$ cat src/rtl/regfile_pkg.sv
// Shared register-file constants and the write-record type used by the
// register-file write-port arbiter (buffers and registered output stage).
package regfile_pkg;

   localparam int RF_ADDR_W   = 5;
   localparam int RF_DATA_W   = 32;
   localparam int RF_NUM_REGS = 32;

   typedef struct packed {
      logic                 valid;
      logic [RF_ADDR_W-1:0] addr;
      logic [RF_DATA_W-1:0] data;
   } rf_wr_t;

endpackage

$ cat src/rtl/rr_arbiter.sv
// Round-robin arbiter: priority starts one past the last granted index.
// Owns the rotating pointer; the pointer moves only on a grant with advance high.
module rr_arbiter #(
   parameter int N = 3
) (
   input  logic                 clk,
   input  logic                 rst_n,
   input  logic [N-1:0]         req,
   input  logic                 advance,
   output logic [N-1:0]         grant,
   output logic [$clog2(N)-1:0] grant_idx
);

   localparam int IDX_W = $clog2(N);

   logic [IDX_W-1:0] rr_ptr;
   logic             found;
   int               cand;

   always_comb begin
      grant     = '0;
      grant_idx = '0;
      found     = 1'b0;
      cand      = 0;
      for (int k = 1; k <= N; k++) begin
         cand = (int'(rr_ptr) + k) % N;
         if (!found && req[cand]) begin
            found       = 1'b1;
            grant[cand] = 1'b1;
            grant_idx   = IDX_W'(cand);
         end
      end
   end

   // Reset to N-1 so requester 0 has first priority.
   always_ff @(posedge clk or negedge rst_n) begin
      if (!rst_n) begin
         rr_ptr <= IDX_W'(N - 1);
      end else if (advance && found) begin
         rr_ptr <= grant_idx;
      end
   end

endmodule

$ cat src/rtl/regfile_wr_arbiter.sv
// Shares the register file's single write port among NUM_REQ writeback sources.
// Optional build macro WR_ARB_ZERO_DISCARD_EN: writes to register 0 are granted but dropped.
module regfile_wr_arbiter
   import regfile_pkg::*;
#(
   parameter int NUM_REQ = 3,
   parameter int DATA_W  = RF_DATA_W,   // must not exceed RF_DATA_W
   parameter int ADDR_W  = RF_ADDR_W    // must not exceed RF_ADDR_W
) (
   input  logic                      clk,
   input  logic                      rst_n,
   input  logic                      flush,
   input  logic [NUM_REQ-1:0]        req_valid,
   input  logic [NUM_REQ*ADDR_W-1:0] req_addr,
   input  logic [NUM_REQ*DATA_W-1:0] req_data,
   output logic [NUM_REQ-1:0]        req_ready,
   output logic                      regwrite_ctrl,
   output logic [ADDR_W-1:0]         write_register,
   output logic [DATA_W-1:0]         write_data,
   output logic [(2**ADDR_W)-1:0]    reg_pending
);

   localparam int IDX_W = $clog2(NUM_REQ);

   rf_wr_t               buf_q [NUM_REQ];
   rf_wr_t               out_q;
   logic [NUM_REQ-1:0]   buf_valid;
   logic [NUM_REQ-1:0]   grant;
   logic [IDX_W-1:0]     grant_idx;
   logic                 any_grant;
   logic                 issue_en;
   logic [ADDR_W-1:0]    grant_addr;
   logic [DATA_W-1:0]    grant_data;

   // Handshake: a write transfers on any edge where req_valid[i] && req_ready[i];
   // req_valid may drop without transfer, and a granted buffer may reload in the
   // same cycle it drains, so a winning requester streams one write per cycle.
   always_comb begin
      for (int i = 0; i < NUM_REQ; i++) begin
         buf_valid[i] = buf_q[i].valid;
         req_ready[i] = !flush && (!buf_q[i].valid || grant[i]);
      end
   end

   rr_arbiter #(.N(NUM_REQ)) u_rr_arbiter (
      .clk       (clk),
      .rst_n     (rst_n),
      .req       (buf_valid),
      .advance   (!flush),
      .grant     (grant),
      .grant_idx (grant_idx)
   );

   assign any_grant  = |grant;
   assign grant_addr = buf_q[grant_idx].addr[ADDR_W-1:0];
   assign grant_data = buf_q[grant_idx].data[DATA_W-1:0];

`ifdef WR_ARB_ZERO_DISCARD_EN
   assign issue_en = any_grant && !flush && (grant_addr != '0);
`else
   assign issue_en = any_grant && !flush;
`endif

   // Flush beats both accept and grant; a granted buffer reloads if it accepts.
   always_ff @(posedge clk or negedge rst_n) begin
      if (!rst_n) begin
         for (int i = 0; i < NUM_REQ; i++) begin
            buf_q[i] <= '0;
         end
      end else begin
         for (int i = 0; i < NUM_REQ; i++) begin
            if (flush) begin
               buf_q[i].valid <= 1'b0;
            end else if (req_valid[i] && req_ready[i]) begin
               buf_q[i].valid <= 1'b1;
               buf_q[i].addr  <= RF_ADDR_W'(req_addr[i*ADDR_W +: ADDR_W]);
               buf_q[i].data  <= RF_DATA_W'(req_data[i*DATA_W +: DATA_W]);
            end else if (grant[i]) begin
               buf_q[i].valid <= 1'b0;
            end
         end
      end
   end

   always_ff @(posedge clk or negedge rst_n) begin
      if (!rst_n) begin
         out_q <= '0;
      end else begin
         out_q.valid <= issue_en;
         if (any_grant) begin
            out_q.addr <= RF_ADDR_W'(grant_addr);
            out_q.data <= RF_DATA_W'(grant_data);
         end
      end
   end

   assign regwrite_ctrl  = out_q.valid;
   assign write_register = out_q.addr[ADDR_W-1:0];
   assign write_data     = out_q.data[DATA_W-1:0];

   always_comb begin
      reg_pending = '0;
      for (int i = 0; i < NUM_REQ; i++) begin
         if (buf_q[i].valid) begin
            reg_pending[buf_q[i].addr[ADDR_W-1:0]] = 1'b1;
         end
      end
      if (out_q.valid) begin
         reg_pending[write_register] = 1'b1;
      end
`ifdef WR_ARB_ZERO_DISCARD_EN
      reg_pending[0] = 1'b0;
`endif
   end

endmodule
$ cat config.mk
export PLATFORM = sky130hd
export DESIGN_NAME = regfile_wr_arbiter
export DESIGN_NICKNAME = d
export VERILOG_FILES = /design/src/rtl/regfile_pkg.sv /design/src/rtl/rr_arbiter.sv /design/src/rtl/regfile_wr_arbiter.sv
export SDC_FILE = /design/constraint.sdc
export NUM_CORES = 1
export LEC_CHECK = 0
export ABC_AREA = 1
export CORE_MARGIN = 2
export CORE_UTILIZATION = 55
export DETAILED_ROUTE_END_ITERATION = 6
export DONT_BUFFER_PORTS = 1
export HOLD_SLACK_MARGIN = 0.1
export PLACE_DENSITY = 0.81
export SLEW_MARGIN = 20
export SYNTH_ARGS = -nofsm -noshare
export SYNTH_HDL_FRONTEND = slang
export SYNTH_SLANG_ARGS = --single-unit
$ cat constraint.sdc
create_clock -name clk -period 2.1 [get_ports clk]
set_input_delay 0.42 -clock clk [delete_from_list [all_inputs] [get_ports clk]]
set_output_delay 0.42 -clock clk [all_outputs]
set_load 0.02 [all_outputs]
==> results of run 1 <==
## registers in the layout, indices dropped and copies added, names as in the netlist
register             count
buf_q                  114
write_data              32
write_register           5
regwrite_ctrl            1
u_rr_arbiter.rr_ptr      2
## cells by family after synthesis
logic type,after synthesis,synth area share [%]
flip-flops,154,45.9
buffers and inverters,208,10.8
adder cells (fa/ha/maj),4,0.596
AND/OR/NAND/NOR,677,34.0
AO/OA/AOI/OAI,112,8.70
## per-layer routing
layer  global-route usage, %  routed length (um)  up-vias
met4                    14.4                1570        0
met5                       0                   0        -
met2                    56.9               14400      585
met3                    10.1                3360      109
li1                        -                   -     3929
met1                    43.7               11200     4231
## critical path, delay by kind of cell (launching register included)
kind | cells | cell delay [ns]
and+or+nand+nor | 8 | 0.83
DFF | 1 | 0.59
buffers and inverters | 3 | 0.29
adders and majority gates | 1 | 0.18
## power breakdown
| group | internal, mW | total (mW) | switching (mW) |
|---|---|---|---|
| logic | 4.37 | 10.5 | 6.11 |
| clock network | 1.90 | 3.13 | 1.23 |
| registers | 4.02 | 5.25 | 1.23 |
## per-stage QoR
stage / setup TNS, ns / util (%) / instances / total power, mW / hold WS (ns)
final: -74.29 / 74.5 / 1461 / 18.9 / -0.309
after CTS: -39.71 / 71.4 / 1440 / 17.8 / -0.322
after global placement: -2.83 / 60.9 / 1375 / 12.5 / 0.133
after global routing: -89.97 / 74.5 / 1461 / 19.9 / -0.326
after detailed placement: -13.18 / 60.9 / 1375 / 12.7 / 0.134
after floorplan: -0.0190 / - / 1155 / 10.2 / 0.124
## layout make-up
class / count / area share (%)
multi-input combinational: 793 / 37.2
sequential: 154 / 34.5
timing repair buffer: 144 / 15.6
inverter: 150 / 5.30
clock buffer: 21 / 4.01
tap: 188 / 2.09
clock inverter: 10 / 1.28
antenna: 1 / 0.0223
## synthesized netlist by cell type (all sizes together) (13+ instances only)
cell type	count	share of area, %
nor2	31	1.4
o221ai	32	3.3
o21ai	42	2.5
nand3	193	12
nor3	19	1.1
clkbuf	13	0.58
buf	45	3.5
inv	150	6.7
a21oi	28	1.8
nand2	431	19
dfrtp	153	46
## repair_timing
| action | in CTS | in global routing |
|---|---|---|
| cloned | 12 | 8 |
| endpoints found under the hold margin | 157 | 154 |
| pin swaps | 19 | 18 |
| resized for setup | 131 | 76 |
| setup endpoints to repair | 184 | 186 |
| buffers inserted | 21 | 14 |
## path summary, 6_finish.rpt
path / end / slack (ns)
worst max-delay path: req_ready[0] / -0.65
worst max register to register: write_register[1] / -0.64
worst min register to register: buf_q[13] / 0.47
max in group asynchronous: buf_q[67] / 2.03
min in group clk: buf_q[113] / 0.11
worst min-delay path: buf_q[112] / -0.31
==> flow_summary.toml, run 1 <==
[synthesis]
synth_edf_count = 0
syn_nets = 1276
synthFlopType = "dfrtp_1"
syn_area_um2 = 8400
syn_inst = 1155
synth_warnings = 0
yosysUniqueCellTypes = 27
synthArstFlopShare_pct = 100
yosysSeqAreaShare_pct = 45.9
synth-seq-cells = 154
synth_area_per_cell_um2 = 7.28

[global_route]
grt_pass1_wl_um = 43400
grt.total_usage_pct = 34.9
antenna_found_initial = 1
grt_pass1_vias = 8200
gr-total-overflow = 0
grt_start_max_net_pins = 155

[pwr]
vdd_ir_drop_max_mv = 1.03
leakagePower_nw = 5.83
power.density_nw_per_um2 = 1680

[die]
floorplan.rows = 45
die-area_um2 = 16300
die_h_um = 128
coreArea_um2 = 15100
die_w_um = 128
ios = 190
initial_core_util_pct = 55.7

[sta]
skew_ns = 0.00882
tightest_slew_ns = 0.440
finalMaxSlewViolations = 0
report.final.setup_viol = 185
hold_viol_final = 154
period_minus_slack_ns = 2.75
timing.final.ws_setup_ns = -0.651
rsz0062_at_grt = "true"
finalCritPeriodShare_pct = 131
slew_headroom_pct = 70.3
hold_ws_ns = -0.309
fmax_ghz = 0.363

[clock_network]
postCtsHoldBufs = 1
htreeDepth = 4
cts_tree = "done"
numCtsBuffers = 17
clock_sinks = 154
clk_latency_ns = 0.44
cts_max_path_buffers = 2
clkTransAtPathRegs_ns = 0.06
root_buffer = "clkbuf_16"

[setup_path]
crit_chain = "inv_2 -> ha_4 -> nand2_1 -> nand3_1 -> nand2_2 -> nand3_4 -> nor2_4 -> nor2_4 -> buf_6 -> nand2_4 -> nand2_2 -> inv_4"
path_class = "flop to output pin"
reg2reg_from = "u_rr_arbiter.rr_ptr[1]"
cp_max_fo = 4
crit_path_top_delay_cell = "dfstp_2"
start_kind = "flop"
cp.required_ns = 1.68
cp_data_arrival_time_ns = 2.33
crit_path_end_kind = "output pin"
cpPeakStageDelay_ns = 0.59
r2r_cells = 17
startpoint = "u_rr_arbiter.rr_ptr[1]"

[finish]
layout_common_cells = "381 x nand2_1, 169 x nand3_1, 138 x dfrtp_1, 123 x inv_1, 81 x buf_4"
ff_latch_area_um2 = 3870
final_common_cell = "nand2_1"
area_delta_synth_final_pct = 33.7
nNetsFinal = 1381
nFillCells = 1064
multi_input_area_um2 = 4190
fin_area_um2 = 11200
drive_above_1_share_pct = 25.4

[placed_design]
placed_area_um2 = 9190
place_ws_ns = -0.148
gp_congestion = 0.985
hpwl_um = 17100
portBuffers = 0

[detailed_routing]
drcViolationCount = 0
viasPerCell = 6.06
avgRoutedWirePerCell_um = 20.9
drt-initial-drc-count = 881
antenna_left = 0
wirelength_um = 30500
vias = 8854
dr.pass1.iters = 7

[worst_hold_path]
hold_class = "input pin to async pin"

[job]
max_cap_viol_count = 0

[status]
violations = "negative hold slack, negative setup slack"
status = "finished, violations left"
Note: power is estimated with default switching activity, not from simulation.
==> inputs of run 2 (changes only) <==
CORE_UTILIZATION = 46   (was 55)
DONT_BUFFER_PORTS = default   (was 1)
PLACE_DENSITY = 0.85   (was 0.81)
==> run 2 against run 1 <==
Die area increased by 19%. First-iteration DRC count increased by 87%. Sequential cell count unchanged. Largest cell class unchanged. Clock power increased by 6%. Largest power group unchanged. Utilization increased by 3.0 points. Via count increased by 22%. Critical path depth decreased by 2. Critical endpoint is now req_ready[2]. The flow finishes with violations (negative setup slack).
==> flow_summary.toml, run 2 (synthesis gave the netlist of run 1 again) <==
[pwr]
combPwrFrac_pct = 64.4
leakagePower_nw = 7.00
p_seq_share_pct = 21.0
sw_frac_of_total_pct = 45.4
power.internal_mw = 12.4
pwr-share-clk_pct = 14.5
power.density_nw_per_um2 = 1630
vdd_ir_drop_max_mv = 1.22
switchingPower_mw = 10.3

[detailed_routing]
antenna_left = 0
avgRoutedWirePerCell_um = 23.0
highest_layer = "met4"
wirelength_um = 40000
viasPerCell = 6.20
wl_met3_um = 5070
wl_met2_um = 18000
wl_met1_um = 13700
drt-initial-drc-count = 1650
vias = 10800
drcViolationCount = 0
dr.pass1.iters = 7

[sta]
hold_ws_ns = 0.298
slew_headroom_pct = 58.0
tightest_slew_ns = 0.631
fmax_ghz = 0.337
finalMaxSlewViolations = 0
finalCritPeriodShare_pct = 141
timing.final.ws_setup_ns = -0.864
skew_ns = 0.00910
period_minus_slack_ns = 2.96
hold_viol_final = 0
rsz0062_at_grt = "true"
report.final.setup_viol = 189

[finish]
fin_area_um2 = 13900
drive_above_1_share_pct = 28.3
post-route-util_pct = 77.5
antennaDiodeCount = 0
layout_common_cells = "409 x nand2_1, 151 x clkdlybuf4s50_1, 150 x dfrtp_1, 147 x nand3_1, 139 x buf_4"
largest-register = "buf_q"
final_common_cell = "nand2_1"
nNetsFinal = 1620
area_delta_synth_final_pct = 65.6
instances_no_fill = 1740
largest_reg_flops = 114

[placed_design]
placed_area_um2 = 11300
hpwl_um = 19400
gp_congestion = 0.984
place_inst = 1627
portBuffers = 189

[global_route]
antenna_found_initial = 0
gr-total-overflow = 0
grt.total_usage_pct = 35.0
grt_pass1_wl_um = 53300
grt_start_max_net_pins = 59
grt_pass1_vias = 10100

[status]
status = "finished, violations left"
violations = "negative setup slack"

[die]
die_w_um = 139
die-area_um2 = 19400
floorplan.rows = 49
initial_core_util_pct = 46.8
ios = 190
coreArea_um2 = 18000
die_h_um = 139

[setup_path]
startpoint = "u_rr_arbiter.rr_ptr[1]"
crit_path_end_kind = "output pin"
reg2reg_from = "u_rr_arbiter.rr_ptr[1]"
cp.required_ns = 1.68
cp_max_fo = 5
start_kind = "flop"
path_class = "flop to output pin"
cp_data_arrival_time_ns = 2.54

[job]
max_cap_viol_count = 0

[clock_network]
clock_sinks = 154
clkTransAtPathRegs_ns = 0.06
numCtsBuffers = 17
clk_latency_ns = 0.44
cts_tree = "done"
htreeDepth = 4
root_buffer = "clkbuf_16"
cts_max_path_buffers = 2

[worst_hold_path]
min-delay-start = "req_valid[1]"
hold_class = "input pin to flop"
==> run 2: final cells by class <==
type | count | area [um2]
tap | 229 | 287
clock buffer | 19 | 433
multi-input combinational | 793 | 4490
clock inverter | 12 | 174
sequential | 154 | 3860
inverter | 150 | 603
fill | 1074 | 4050
timing repair buffer | 383 | 4070
==> run 2: power groups by stage <==
stage                     Sequential, mW  Combinational [mW]  Clock (mW)
after floorplan                     4.94                5.23           0
after global placement              4.65                9.17           0
after detailed placement            4.69                9.37           0
after CTS                           4.68                12.6        3.23
after global routing                4.85                15.2        3.40
final                               4.78                14.7        3.31
==> run 2: critical path: stages (launching register included) <==
cell     delay, ns
dfstp_2       0.60
ha_4          0.26
nand2_2       0.10
nand3_4       0.12
nand2_8       0.14
nand3_4       0.10
buf_4         0.15
nand3_2       0.11
nand2_2       0.13
a21oi_4       0.23
buf_6         0.14
==> run 2: worst paths after layout <==
check / end / slack [ns] / depth (start not counted)
hold / removal: buf_q[73] / 0.30 / 3
max in group asynchronous: u_rr_arbiter.rr_ptr[1] / 0.88 / 3
setup / recovery: req_ready[2] / -0.86 / 10
setup reg to reg: buf_q[27] / -0.86 / 16
min in group asynchronous: buf_q[90] / 0.50 / 2
hold reg to reg: buf_q[12] / 0.48 / 2
==> run 2: through the flow <==
stage | worst slack, ns | setup TNS, ns | power [mW]
after floorplan | -0.0183 | -0.0190 | 10.2
after global placement | -0.529 | -36.89 | 13.8
after detailed placement | -0.580 | -45.46 | 14.1
after CTS | -0.496 | -33.79 | 20.5
after global routing | -0.888 | -104.77 | 23.5
final | -0.864 | -98.74 | 22.7
==> run 2: repair_timing <==
item / 4_1_cts / 5_1_grt
hold endpoints to repair: 54 / 0
cloned: 12 / 7
setup buffers: 49 / 22
endpoints found under the setup margin: 184 / 188
hold buffers: 1 / 0
gates resized for setup: 377 / 92
pin swaps: 34 / 37
==> run 2: metal layers <==
layer	track usage, %	vias up
met4	17.9	0
met2	55.8	1013
met3	7.63	351
met5	0	-
met1	45.0	5019
li1	-	4407
